### src/rtl/glitch_fault_monitor.sv
// Response-side checker for the clock-glitch adder target: delays a/b by LAT cycles and compares the golden sum with finout.
// Optional macro FAULT_BITMAP_EN adds the flip_map / flip_last bit-flip observation outputs.
module glitch_fault_monitor #(
  parameter int W          = 4,
  parameter int LAT        = 1,
  parameter int CNT_W      = 16,
  parameter int MAX_FAULTS = 0
) (
  input  logic             clk_in1,
  input  logic             rst,
  input  logic             arm,
  input  logic             clr,
  input  logic             in_valid,
  input  logic [W-1:0]     a,
  input  logic [W-1:0]     b,
  input  logic [W:0]       finout,
  output logic             busy,
  output logic             halted,
  output logic             fault,
  output logic [CNT_W-1:0] sample_cnt,
  output logic [CNT_W-1:0] fault_cnt,
  output logic             ff_valid,
  output logic [W-1:0]     ff_a,
  output logic [W-1:0]     ff_b,
  output logic [W:0]       ff_exp,
  output logic [W:0]       ff_obs
`ifdef FAULT_BITMAP_EN
  ,
  output logic [W:0]       flip_map,
  output logic [W:0]       flip_last
`endif
);

  typedef enum logic [1:0] {S_IDLE = 2'd0, S_RUN = 2'd1, S_HALT = 2'd2} state_t;

  state_t           state_q, state_d;
  logic             busy_q, busy_d, halted_q, halted_d, fault_q, fault_d;
  logic [CNT_W-1:0] sample_cnt_q, sample_cnt_d, fault_cnt_q, fault_cnt_d, fc_inc;
  logic             ff_valid_q, ff_valid_d;
  logic [W-1:0]     ff_a_q, ff_a_d, ff_b_q, ff_b_d;
  logic [W:0]       ff_exp_q, ff_exp_d, ff_obs_q, ff_obs_d;
  logic             flush, dv, cmp_v, mismatch;
  logic [W-1:0]     da, db;
  logic [W:0]       exp_sum, diff;
`ifdef FAULT_BITMAP_EN
  logic [W:0]       flip_map_q, flip_map_d, flip_last_q, flip_last_d;
`endif

  // Arming drops whatever is in flight so samples taken while idle never count.
  generate
    if (LAT == 0) begin : g_direct
      assign dv = in_valid;
      assign da = a;
      assign db = b;
    end else begin : g_pipe
      logic [LAT-1:0] v_q, v_d;
      logic [W-1:0]   a_q [LAT];
      logic [W-1:0]   a_d [LAT];
      logic [W-1:0]   b_q [LAT];
      logic [W-1:0]   b_d [LAT];

      always_comb begin
        v_d    = '0;
        v_d[0] = in_valid;
        a_d[0] = a;
        b_d[0] = b;
        for (int i = 1; i < LAT; i++) begin
          v_d[i] = v_q[i-1];
          a_d[i] = a_q[i-1];
          b_d[i] = b_q[i-1];
        end
        if (flush) v_d = '0;
      end

      always_ff @(posedge clk_in1) begin
        if (!rst) v_q <= '0;
        else      v_q <= v_d;
        a_q <= a_d;
        b_q <= b_d;
      end

      assign dv = v_q[LAT-1];
      assign da = a_q[LAT-1];
      assign db = b_q[LAT-1];
    end
  endgenerate

  always_comb begin
    exp_sum  = {1'b0, da} + {1'b0, db};
    diff     = exp_sum ^ finout;
    cmp_v    = dv && (state_q == S_RUN) && !clr;
    mismatch = cmp_v && (diff != '0);
    fc_inc   = (fault_cnt_q == '1) ? fault_cnt_q : fault_cnt_q + CNT_W'(1);
    flush    = (state_q == S_IDLE) && arm && !clr;

    state_d      = state_q;
    sample_cnt_d = sample_cnt_q;
    fault_cnt_d  = fault_cnt_q;
    fault_d      = 1'b0;
    ff_valid_d   = ff_valid_q;
    ff_a_d       = ff_a_q;
    ff_b_d       = ff_b_q;
    ff_exp_d     = ff_exp_q;
    ff_obs_d     = ff_obs_q;
`ifdef FAULT_BITMAP_EN
    flip_map_d   = flip_map_q;
    flip_last_d  = flip_last_q;
`endif

    if (clr) begin
      state_d      = S_IDLE;
      sample_cnt_d = '0;
      fault_cnt_d  = '0;
      ff_valid_d   = 1'b0;
      ff_a_d       = '0;
      ff_b_d       = '0;
      ff_exp_d     = '0;
      ff_obs_d     = '0;
`ifdef FAULT_BITMAP_EN
      flip_map_d   = '0;
      flip_last_d  = '0;
`endif
    end else begin
      case (state_q)
        S_IDLE: if (arm) state_d = S_RUN;
        S_RUN: begin
          if (cmp_v && sample_cnt_q != '1) sample_cnt_d = sample_cnt_q + CNT_W'(1);
          if (mismatch) begin
            fault_cnt_d = fc_inc;
            fault_d     = 1'b1;
            if (!ff_valid_q) begin
              ff_valid_d = 1'b1;
              ff_a_d     = da;
              ff_b_d     = db;
              ff_exp_d   = exp_sum;
              ff_obs_d   = finout;
            end
`ifdef FAULT_BITMAP_EN
            flip_map_d  = flip_map_q | diff;
            flip_last_d = diff;
`endif
            if (MAX_FAULTS != 0 && fc_inc == CNT_W'(MAX_FAULTS)) state_d = S_HALT;
          end
        end
        S_HALT: ;
        default: state_d = S_IDLE;
      endcase
    end

    busy_d   = (state_d == S_RUN);
    halted_d = (state_d == S_HALT);
  end

  always_ff @(posedge clk_in1) begin
    if (!rst) begin
      state_q      <= S_IDLE;
      busy_q       <= 1'b0;
      halted_q     <= 1'b0;
      fault_q      <= 1'b0;
      sample_cnt_q <= '0;
      fault_cnt_q  <= '0;
      ff_valid_q   <= 1'b0;
      ff_a_q       <= '0;
      ff_b_q       <= '0;
      ff_exp_q     <= '0;
      ff_obs_q     <= '0;
`ifdef FAULT_BITMAP_EN
      flip_map_q   <= '0;
      flip_last_q  <= '0;
`endif
    end else begin
      state_q      <= state_d;
      busy_q       <= busy_d;
      halted_q     <= halted_d;
      fault_q      <= fault_d;
      sample_cnt_q <= sample_cnt_d;
      fault_cnt_q  <= fault_cnt_d;
      ff_valid_q   <= ff_valid_d;
      ff_a_q       <= ff_a_d;
      ff_b_q       <= ff_b_d;
      ff_exp_q     <= ff_exp_d;
      ff_obs_q     <= ff_obs_d;
`ifdef FAULT_BITMAP_EN
      flip_map_q   <= flip_map_d;
      flip_last_q  <= flip_last_d;
`endif
    end
  end

  assign busy       = busy_q;
  assign halted     = halted_q;
  assign fault      = fault_q;
  assign sample_cnt = sample_cnt_q;
  assign fault_cnt  = fault_cnt_q;
  assign ff_valid   = ff_valid_q;
  assign ff_a       = ff_a_q;
  assign ff_b       = ff_b_q;
  assign ff_exp     = ff_exp_q;
  assign ff_obs     = ff_obs_q;
`ifdef FAULT_BITMAP_EN
  assign flip_map   = flip_map_q;
  assign flip_last  = flip_last_q;
`endif

endmodule
### config.mk
export PLATFORM = sky130hd
export DESIGN_NAME = glitch_fault_monitor
export DESIGN_NICKNAME = d
export VERILOG_FILES = /design/src/rtl/glitch_fault_monitor.sv
export SDC_FILE = /design/constraint.sdc
export NUM_CORES = 1
export LEC_CHECK = 0
export CORE_ASPECT_RATIO = 0.6
export CORE_UTILIZATION = 49
export DETAILED_ROUTE_END_ITERATION = 6
export GPL_ROUTABILITY_DRIVEN = 0
export GPL_TIMING_DRIVEN = 0
export HOLD_SLACK_MARGIN = 0.1
export PLACE_DENSITY = 0.82
export SLEW_MARGIN = 5
export SYNTH_ARGS = -nofsm -noshare
export SYNTH_HDL_FRONTEND = slang
export SYNTH_SLANG_ARGS = --single-unit
### constraint.sdc
create_clock -name clk_in1 -period 3.01 [get_ports clk_in1]
set_clock_uncertainty 0.05 [all_clocks]
set_input_delay 0.7525 -clock clk_in1 [delete_from_list [all_inputs] [get_ports clk_in1]]
set_output_delay 0.7525 -clock clk_in1 [all_outputs]
set_load 0.05 [all_outputs]
---- Word-level counts from Yosys, hierarchy flattened ----
Index checks and enable logic that the tools add are counted.
operators by class
  $add $sub $neg .......................... 3
  bitwise operators ....................... 5
  muxes and demuxes ....................... 4
  equal/unequal tests ..................... 6
  reductions and logical operators ........ 17
operators by type and width
  kind                                                                    number
  16-bit by 1-bit adder with 16-bit output (second input constant)        2
  16-bit equality test (second input constant)                            1
  16-bit != test (second input constant)                                  1
  1-bit logical AND                                                       6
  3-bit AND reduction                                                     2
  2-bit OR reduction                                                      3
  4-bit by 4-bit adder with 5-bit output                                  1
  5-bit nonzero test                                                      1
  5-bit XOR                                                               1
  2-bit by 1-bit equality test with 1-bit output (second input constant)  2
  2-bit equality test (second input constant)                             2
  2-bit two-way mux                                                       2
  1-bit NOT                                                               4
  2-bit one-hot mux with 2 select lines                                   1
  2-bit AND reduction                                                     2
  3-bit OR reduction                                                      1
  2-bit logical NOT                                                       1
  1-bit logical NOT                                                       1
  1-bit two-way mux                                                       1
storage, ports and cells
  bits of input ports ..................... 18
  output and inout bits ................... 54
  register bits after elaboration ......... 65
  logic and storage cells ................. 49

---- Longest topological paths before layout ----
Gate-level depths: netlist of the first run.
  depth in word-level cells ............... 5
  depth in mapped cells ................... 10
  depth with buffers taken out ............ 8

---- Least setup slack after synthesis of the first run ----
Ideal clock, no wire load.
  kind .................................... register to register
  from .................................... register g_pipe.a_q (netlist bit da[0])
  to ...................................... register fault_cnt_q[1], in the netlist fault_cnt[1]
  setup slack ............................. 710 ps
  setup time .............................. 116 ps
  stages on the path, launching flop included .. 9
  arrival ................................. 2134 ps
  clock period less this slack ............ 2300 ps
  data required time ...................... 2844 ps
  path through ............................ dfxtp_1 ha_1 fa_1 xnor2_2 xor2_1 o2111ai_2 or2_2 buf_2 a41o_1
on the way
  word-level cells in the longest chain between the ends .. 5
ends and longest elaborated chain
  item                                    RTL line  RTL
  start, declared                         57        logic [W-1:0] a_q [LAT];
  start signal, assigned                  78        a_q <= a_d;
  4-bit by 4-bit adder with 5-bit output  89        exp_sum = {1'b0, da} + {1'b0, db};
  5-bit XOR                               90        diff = exp_sum ^ finout;
  5-bit nonzero test                      92        mismatch = cmp_v && (diff != '0);
  1-bit logical AND                       92
  3-bit AND reduction (no source line)    --
  end signal, assigned                    177       fault_cnt_q <= fault_cnt_d;
  end, declared                           38        logic [CNT_W-1:0] sample_cnt_q, sample_cnt_d, fault_cnt_q, fault_cnt_d, fc_inc;
Every way passes these cells.
A chain may end at the register's enable or synchronous reset.

---- Worst setup path in the final report of the first run ----
  from .................................... input clr
  to ...................................... register fault_cnt_q[11], in the netlist fault_cnt[11]
on the way
  word-level cells in the longest chain between the ends .. 4
  elaborated cells on any way between the ends .. 5
ends and longest elaborated chain
  item                                  RTL line  RTL
  start, declared                       12        input logic clr,
  1-bit logical NOT                     91        cmp_v = dv && (state_q == S_RUN) && !clr;
  1-bit logical AND                     91
  1-bit logical AND                     92
  3-bit AND reduction (no source line)  --
Several ways; a longest one is shown, not always the timed one.

==> metrics.cfg, run 1 <==
[min_path]
hp-class = flop to flop
min_from = ff_a[1]$_SDFFE_PP0P_
hold_depth = 2

[die]
start_util_pct = 51.5
die_y_um = 61.5
row_count = 21
die-area_um2 = 6230
core_area_um2 = 5620
ios = 72
die_w_um = 101

[grt]
grt.overflow.total = 0
antenna_found_initial = 0
grt_pass1_wl_um = 11600
grt_max_degree = 13
grt_use_total_pct = 24.9
grt_pass1_vias = 2445

[pwr]
p_leak_uw = 0.00138
ir_drop_mv = 0.238
power_density_nw_per_um2 = 443

[placement]
post-place-ws_ps = 0.0120
dpl.hpwl_um = 5280
place_inst = 467
portBuffers = 71

[clock_tree]
clock-root-buffer = clkbuf_8
clkLatencyLatePin_ps = 350
ctsHtreeMaxLevel = 3
clk_pin_slew_worst_paths_ps = 80
clockBufferDepth = 2
holdBufCountCts = 0
cts_buffers = 9
cts.sinks = 65
ctsResizeCount = 0
cts_tree = built
cts_setup_buffers = 0

[synthesis]
synth_seq_cells = 65
synth_nets = 341
synth.avg_cell_area_um2 = 9.16
ys.flop_type = dfxtp_1
ys_warn_count = 0
async_reset_ff_share_pct = 0
synthesis.area_um2 = 2900
netlist-cell-type-count = 51
yosysSeqAreaShare_pct = 44.9
synthCells = 316
synth-edff-count = 0

[timing]
grt_setup_unrepaired = no
hold_ws_ps = 418
setup_violations = 0
slew_headroom_pct = 63.1
fin_crit_ps = 2680
tns_ps = 0
timing.final.ws_setup_ps = 335
worstMarginPinSlew_ps = 553
fmax_mhz = 374
period_share_pct = 88.9
hold_violations = 0
slew_violations = 0

[worst_setup_path]
critical_path_required_ps = 3190
reg2reg_from = da[0]$_DFF_P_
cp.arrival_ps = 2860
cp_max_fo = 10
r2r_cells = 9
startpoint_type = primary input
cp-startpoint = clr
path_class = primary input to flop
cp-end-kind = flop

[job]
drv_cap = 0

[final_layout]
layout.nets = 423
multiInputGateArea_um2 = 1490
antenna_cells = 0
fillers = 463
stdcell_count = 483
seqCellArea_um2 = 1300
area_growth_pct = 34.7
final_cell_mix = clkdlybuf4s50_1 (71), dfxtp_1 (65), nand2_1 (33)
final_common_cell = clkdlybuf4s50_1
drive_gt1_share_pct = 9.18

[route]
drc = 0
routed_wl_um = 7150
dr.pass1.iters = 4
routedWlPerCell_um = 14.8
antenna_left = 0
viasPerCell = 5.42
drt_iter0_markers = 158
num_vias = 2620

[run_status]
outcome = finished clean

[worst paths after layout]
path / endpoint / slack (ps)
max reg2reg: fault_cnt[3]$_SDFFE_PP0P_ / 400
max: fault_cnt[11]$_SDFFE_PP0P_ / 330
min reg2reg: ff_a[1]$_SDFFE_PP0P_ / 420
min: ff_a[1]$_SDFFE_PP0P_ / 420
[Yosys cell counts, types with 3 or more instances]
| master | instances | share of area, % |
|---|---|---|
| o21ai_0 | 15 | 2.6 |
| xnor2_1 | 4 | 1.2 |
| o31ai_1 | 3 | 0.78 |
| dfxtp_1 | 65 | 45 |
| or4_1 | 4 | 1.0 |
| and3_1 | 6 | 1.3 |
| nand2_1 | 33 | 4.3 |
| and2_1 | 3 | 0.65 |
| o211a_1 | 3 | 1.0 |
| and4_1 | 3 | 0.91 |
| nor3_1 | 3 | 0.52 |
| nand3_1 | 22 | 3.8 |
| nand4_1 | 11 | 2.4 |
| or3_1 | 7 | 1.5 |
| nor4_1 | 4 | 0.86 |
| nor2_1 | 31 | 4.0 |
| nand2b_1 | 6 | 1.3 |
| ha_1 | 6 | 2.6 |
| clkbuf_1 | 8 | 1.0 |
| inv_1 | 4 | 0.52 |
| buf_2 | 3 | 0.52 |
| mux2i_1 | 11 | 3.8 |
| a21oi_1 | 14 | 2.4 |
| xor2_1 | 13 | 3.9 |
[cells by family after synthesis]
kind of cell / after synthesis / synth area share [%]
multiplexers: 11 / 3.80
AO/OA/AOI/OAI: 50 / 11.5
adder cells (fa/ha/maj): 7 / 3.28
flip-flops: 65 / 44.9
AND/OR/NAND/NOR: 144 / 26.4
buffers and inverters: 20 / 3.50
XOR/XNOR: 19 / 6.48
[state kept, by name, indices dropped and copies added (netlist names), 2 cells and up]
register    flops
ff_obs          5
ff_b            4
db              4
sample_cnt     16
da              4
ff_a            4
state_q         2
ff_exp          5
fault_cnt      16
[report_power, final]
part	switching, uW	internal (uW)
registers	6.51	868
logic	70.6	57.4
clock network	347	380
[layout make-up]
cell class                 count  share of cell area, %
multi-input combinational    231                   38.3
sequential                    65                   33.4
timing repair buffer          71                   18.2
clock buffer                   9                   3.18
tap                           80                   2.57
buffer                        16                   2.21
clock inverter                 7                   1.83
inverter                       4                  0.385
[per-stage QoR]
stage	area, um^2	utilization, %	total power [uW]
after floorplan	2900	-	972
after global placement	3710	65.9	1020
after detailed placement	3710	65.9	1020
after CTS	3900	69.4	1740
after global routing	3900	69.4	1790
final	3900	69.4	1730
[per-layer routing]
metal	up-vias	GRT usage [%]	routed length [um]
met3	11	8.29	553
li1	1297	-	-
met5	-	0	0
met2	99	37.1	3010
met1	1213	34.2	3500
met4	0	8.07	85
[critical path, stage by stage]
cell             delay, ps
clkdlybuf4s50_1        490
nor2_2                 190
and3_1                 310
buf_4                  230
nand4_1                100
or4_1                  470
o211ai_1               220
o31ai_1                100
Note: power is estimated with default switching activity, not from simulation.
==> inputs of run 2 (changes only) <==
- PLACE_DENSITY: 0.82 -> default
- PLACE_DENSITY_LB_ADDON: default -> 0.1
==> run 2 against run 1 <==
Flip-flop and latch count unchanged. Maximum frequency is 2.4% higher. Setup slack better by 63 ps.
==> metrics.cfg, run 2 (synthesis results as in run 1) <==
[run_status]
outcome = finished clean

[worst_setup_path]
critical_path_required_ps = 3240  ; +50 ps
reg2reg_from = da[0]$_DFF_P_
crit_chain = ha_1 > fa_1 > xnor2_2 > xor2_1 > o2111ai_2 > nor2_2 > buf_2 > o311ai_0 > nand2_1
ff2ff_setup_slack_ps = 400  ; about the same
path_class = flop to flop
cp_max_fo = 10  ; unchanged
cp-end-kind = flop
crit_path_max_incr_delay_ps = 440  ; -50 ps
cp.arrival_ps = 2840  ; -20 ps
path_buf_inv = 1  ; -1
cp_top_family = adder cells
r2r_cells = 9  ; unchanged
cp_slowest_cell = fa_1
startpoint_type = flop
reg2reg_to = fault_cnt[0]$_SDFFE_PP0P_

[route]
drc = 0  ; unchanged
antenna_left = 0  ; unchanged
num_vias = 2612  ; -0.31%
drt_iter0_markers = 171  ; +8.2%
routedWlPerCell_um = 14.6  ; -1.1%
dr.pass1.iters = 5  ; +1
routed_wl_um = 7060  ; -1.3%
viasPerCell = 5.42  ; about the same

[min_path]
hold_depth = 2  ; unchanged
worstHoldEndpoint = ff_a[0]$_SDFFE_PP0P_
min_from = ff_a[0]$_SDFFE_PP0P_
hp-class = flop to flop

[timing]
worstMarginPinSlew_ps = 573  ; +20.0 ps
fmax_mhz = 383  ; +2.4%
slew_violations = 0  ; unchanged
grt_setup_unrepaired = no
slew_headroom_pct = 61.8  ; -1.2 points
hold_ws_ps = 418  ; -0.0450 ps
setup_violations = 0  ; unchanged
tns_ps = 0  ; unchanged
hold_violations = 0  ; unchanged
fin_crit_ps = 2610  ; -62.6 ps
period_share_pct = 86.8  ; -2.1 points

[grt]
grt_pass1_wl_um = 11100  ; -4.5%
grt.overflow.total = 0  ; unchanged
antenna_found_initial = 0  ; unchanged
grt_max_degree = 11  ; -2
grt_pass1_vias = 2265  ; -7.4%
grt_use_total_pct = 24.3  ; -0.54 points

[clock_tree]
cts_buffers = 9  ; unchanged
clk_pin_slew_worst_paths_ps = 60  ; -20 ps
ctsHtreeMaxLevel = 3  ; unchanged
cts_setup_buffers = 0  ; unchanged
ctsResizeCount = 0  ; unchanged
cts_tree = built
clock-root-buffer = clkbuf_8
clockBufferDepth = 2  ; unchanged
clkLatencyLatePin_ps = 340  ; about the same
cts.sinks = 65  ; unchanged
holdBufCountCts = 0  ; unchanged

[final_layout]
fin_util_pct = 69.4  ; about the same
fillers = 471  ; +1.7%
final_common_cell = clkdlybuf4s50_1
final_cell_mix = clkdlybuf4s50_1 (71), dfxtp_1 (65), nand2_1 (33)
drive_gt1_share_pct = 8.46  ; -0.72 points
area_growth_pct = 34.8  ; about the same
antenna_cells = 0  ; unchanged
layout.nets = 423  ; unchanged
stdcell_count = 482  ; -0.21%

[pwr]
fin_total_pwr_uw = 1750  ; +1.1%
power_density_nw_per_um2 = 448  ; +1.0%
ir_drop_mv = 0.248  ; +4.3%
p_leak_uw = 0.00138  ; +0.33%

[die]
start_util_pct = 51.5  ; unchanged
die_y_um = 61.5  ; unchanged
die-area_um2 = 6230  ; unchanged
core_area_um2 = 5620  ; unchanged
die_w_um = 101  ; unchanged
row_count = 21  ; unchanged
ios = 72  ; unchanged

[job]
drv_cap = 0  ; unchanged

[placement]
place_inst = 467  ; unchanged
portBuffers = 71  ; unchanged
dpl.hpwl_um = 5080  ; -3.8%

run 2: cell types whose count changed in the layout (fill, tap and decap cells not counted), sizes merged:
| cell | previous run | this run |
|---|---|---|
| clkinvlp | 3 | 1 |
| clkbuf | 17 | 21 |
| clkinv | 3 | 0 |
run 2: worst max-delay path by stage:
stage / from / to / slack [ps] / depth (start not counted)
after floorplan: da[0]$_DFF_P_ / fault_cnt[1]$_SDFFE_PP0P_ / 710 / 8
after global placement: clr / fault_cnt[11]$_SDFFE_PP0P_ / 120 / 8
after detailed placement: clr / fault_cnt[11]$_SDFFE_PP0P_ / 80 / 8
after CTS: da[0]$_DFF_P_ / ff_b[1]$_SDFFE_PP0P_ / 430 / 10
after global routing: da[0]$_DFF_P_ / fault_cnt[5]$_SDFFE_PP0P_ / 210 / 9
final: da[0]$_DFF_P_ / fault_cnt[0]$_SDFFE_PP0P_ / 400 / 9
run 2: report_power, final:
group	switching, uW	internal, uW
combinational	70.8	57.5
clock	321	424
sequential	6.19	869
total	398	1350
run 2: through the flow:
step | cell area, um^2 | setup WS (ps)
2_1_floorplan | 2900 | 710
3_3_place_gp | 3710 | 121
3_5_place_dp | 3710 | 75.1
4_1_cts | 3900 | 425
5_1_grt | 3900 | 206
6_report | 3900 | 397
run 2: cell type report:
type / instances / area, um^2 / area share (%)
multi-input combinational: 231 / 1490 / 38.2
sequential: 65 / 1300 / 33.3
timing repair buffer: 71 / 711 / 18.2
clock buffer: 13 / 159 / 4.07
tap: 80 / 100 / 2.56
buffer: 16 / 86.3 / 2.21
clock inverter: 2 / 37.5 / 0.962
inverter: 4 / 15.0 / 0.385
run 2: worst reg2reg max path: cells and delay by family, from the launching register on:
| family | cells | cell delay [ps] |
|---|---|---|
| DFF | 1 | 330 |
| buffers and inverters | 1 | 280 |
| AOI/OAI and AO/OA | 2 | 360 |
| adders and majority gates | 2 | 670 |
| xor gates and xnor gates | 2 | 420 |
| and+or+nand+nor | 2 | 450 |
run 2: per-layer routing:
metal / wire length, um / share of wire [%] / global-route usage (%)
met1: 3570 / 51 / 34.5
met2: 2830 / 40 / 34.7
met5: 0 / 0 / 0
met3: 598 / 8.5 / 8.85
met4: 51 / 0.72 / 6.83
==> inputs of run 3 (changes only) <==
- PLACE_DENSITY: default -> 0.9
- PLACE_DENSITY_LB_ADDON: 0.1 -> default
==> run 3 against run 2 <==
Total power grew 5.8%. Sequential share of layout area shrank 0.29 points. Critical path type is now primary input to flop. Global-route usage grew 1.8 points. Via count grew 5.1%. First-iteration DRC count grew 5.8%. Utilization grew 0.60 points.
==> metrics.cfg, run 3 (synthesis results as in run 1) <==
[run_status]
outcome = finished clean

[clock_tree]
holdBufCountCts = 0  ; unchanged
cts_tree = built
cts_setup_buffers = 0  ; unchanged
clk_pin_slew_worst_paths_ps = 70  ; about the same
ctsResizeCount = 0  ; unchanged
clockBufferDepth = 2  ; unchanged
ctsHtreeMaxLevel = 3  ; unchanged
cts.sinks = 65  ; unchanged
cts_buffers = 9  ; unchanged
clkLatencyLatePin_ps = 350  ; about the same
clock-root-buffer = clkbuf_8

[timing]
setup_violations = 0  ; unchanged
period_share_pct = 92.2  ; +5.4 points
slew_violations = 0  ; unchanged
hold_violations = 0  ; unchanged
fmax_mhz = 361  ; -5.8%
tns_ps = 0  ; unchanged
grt_setup_unrepaired = no
slew_headroom_pct = 59.6  ; -2.2 points
fin_crit_ps = 2770  ; +161 ps
worstMarginPinSlew_ps = 604  ; +31.8 ps

[die]
ios = 72  ; unchanged
row_count = 21  ; unchanged
die-area_um2 = 6230  ; unchanged
die_y_um = 61.5  ; unchanged
core_area_um2 = 5620  ; unchanged
start_util_pct = 51.5  ; unchanged
die_w_um = 101  ; unchanged

[worst_setup_path]
cp_num_cells = 8  ; -1
crit_path_max_incr_delay_ps = 500  ; +60 ps
cp_top_family = simple AND/OR/NAND/NOR gates
r2r_cells = 9  ; unchanged
cp_max_fo = 10  ; unchanged
crit_chain = clkdlybuf4s50_1 > nor2_2 > and3_1 > buf_4 > nand4_1 > or4_1 > o211ai_1 > o31ai_1
cp_slowest_cell = or4_1
path_class = primary input to flop
path_buf_inv = 2  ; +1
cp.arrival_ps = 2940  ; +100 ps
cp-end-kind = flop
critical_path_required_ps = 3180  ; -60 ps
startpoint_type = primary input

[placement]
dpl.hpwl_um = 5470  ; +7.7%
placed_area_um2 = 3710  ; unchanged
portBuffers = 71  ; unchanged

[grt]
grt_pass1_wl_um = 12100  ; +9.1%
grt_max_degree = 12  ; +1
grt_pass1_vias = 2519  ; +11%
grt_use_total_pct = 26.1  ; +1.8 points
grt.overflow.total = 0  ; unchanged
antenna_found_initial = 0  ; unchanged

[pwr]
fin_total_pwr_uw = 1850  ; +5.8%
ir_drop_mv = 0.284  ; +14%
power_density_nw_per_um2 = 470  ; +4.9%
p_leak_uw = 0.00140  ; +0.95%

[final_layout]
area_growth_pct = 36.0
final_cell_area_um2 = 3940  ; +0.87%
final_common_cell = clkdlybuf4s50_1
antenna_cells = 0  ; unchanged
layout.nets = 423  ; unchanged
final_cell_mix = clkdlybuf4s50_1 (71), dfxtp_1 (65), nand2_1 (33)
drive_gt1_share_pct = 8.93  ; +0.48 points
fillers = 444  ; -5.7%

[route]
wl_met1_um = 3340  ; -6.6%
top_layer = met4
viasPerCell = 5.68  ; +4.9%
routed_wl_um = 7680  ; +8.8%
wl_met2_um = 3490  ; +23%
dr.pass1.iters = 7  ; +2
num_vias = 2745  ; +5.1%
routedWlPerCell_um = 15.9  ; +8.6%
drc = 0  ; unchanged
met3_length_um = 735  ; +23%
drt_iter0_markers = 181  ; +5.8%
antenna_left = 0  ; unchanged

[min_path]
hp-class = flop to flop
hold_depth = 2  ; unchanged

[job]
drv_cap = 0  ; unchanged

run 3: changes by cell type in the layout (fill, tap and decap cells not counted):
cell / delta
bufinv_16: +1
clkinvlp_4: +1
clkbuf_1: -1
run 3: path summary, 6_finish.rpt:
| path | startpoint | end | slack, ps |
|---|---|---|---|
| worst max-delay path | clr | fault_cnt[11]$_SDFFE_PP0P_ | 240 |
| worst min-delay path | ff_a[1]$_SDFFE_PP0P_ | ff_a[1]$_SDFFE_PP0P_ | 410 |
| worst max register to register | da[0]$_DFF_P_ | fault_cnt[11]$_SDFFE_PP0P_ | 270 |
| worst min register to register | ff_a[1]$_SDFFE_PP0P_ | ff_a[1]$_SDFFE_PP0P_ | 410 |
run 3: power breakdown:
group          leakage [uW]  internal [uW]  switching (uW)
Sequential         0.000527            868            6.26
Combinational      0.000762           57.6            73.3
Clock              0.000109            512             333
Total               0.00140           1440             412
run 3: final cells by class:
type	count	area (um^2)	area share [%]
flip-flops and latches	65	1300	33.1
repair buffers	71	711	18.1
plain buffers	16	86.3	2.19
inverters	4	15.0	0.381
well taps	80	100	2.54
multi-input cells	231	1490	37.9
clock inverters	4	75.1	1.91
clock buffers	12	155	3.94
run 3: metrics by stage:
stage	hold slack, ps	setup slack (ps)	std cells	utilization, %
after floorplan	398	710	316	-
after global placement	398	162	467	65.9
after detailed placement	406	73.5	467	65.9
after CTS	414	306	483	70.0
after global routing	427	101	483	70.0
final	409	236	483	70.0
run 3: metal layers:
metal	vias to the layer above	GRT usage, %
met2	161	41.9
met3	19	10.1
li1	1292	-
met1	1273	33.0
met5	-	0
met4	0	8.28
run 3: tightest hold or removal path, cell delays in order (launching register included):
cell	delay [ps]
dfxtp_1	310
nand2_1	50
o21ai_0	60
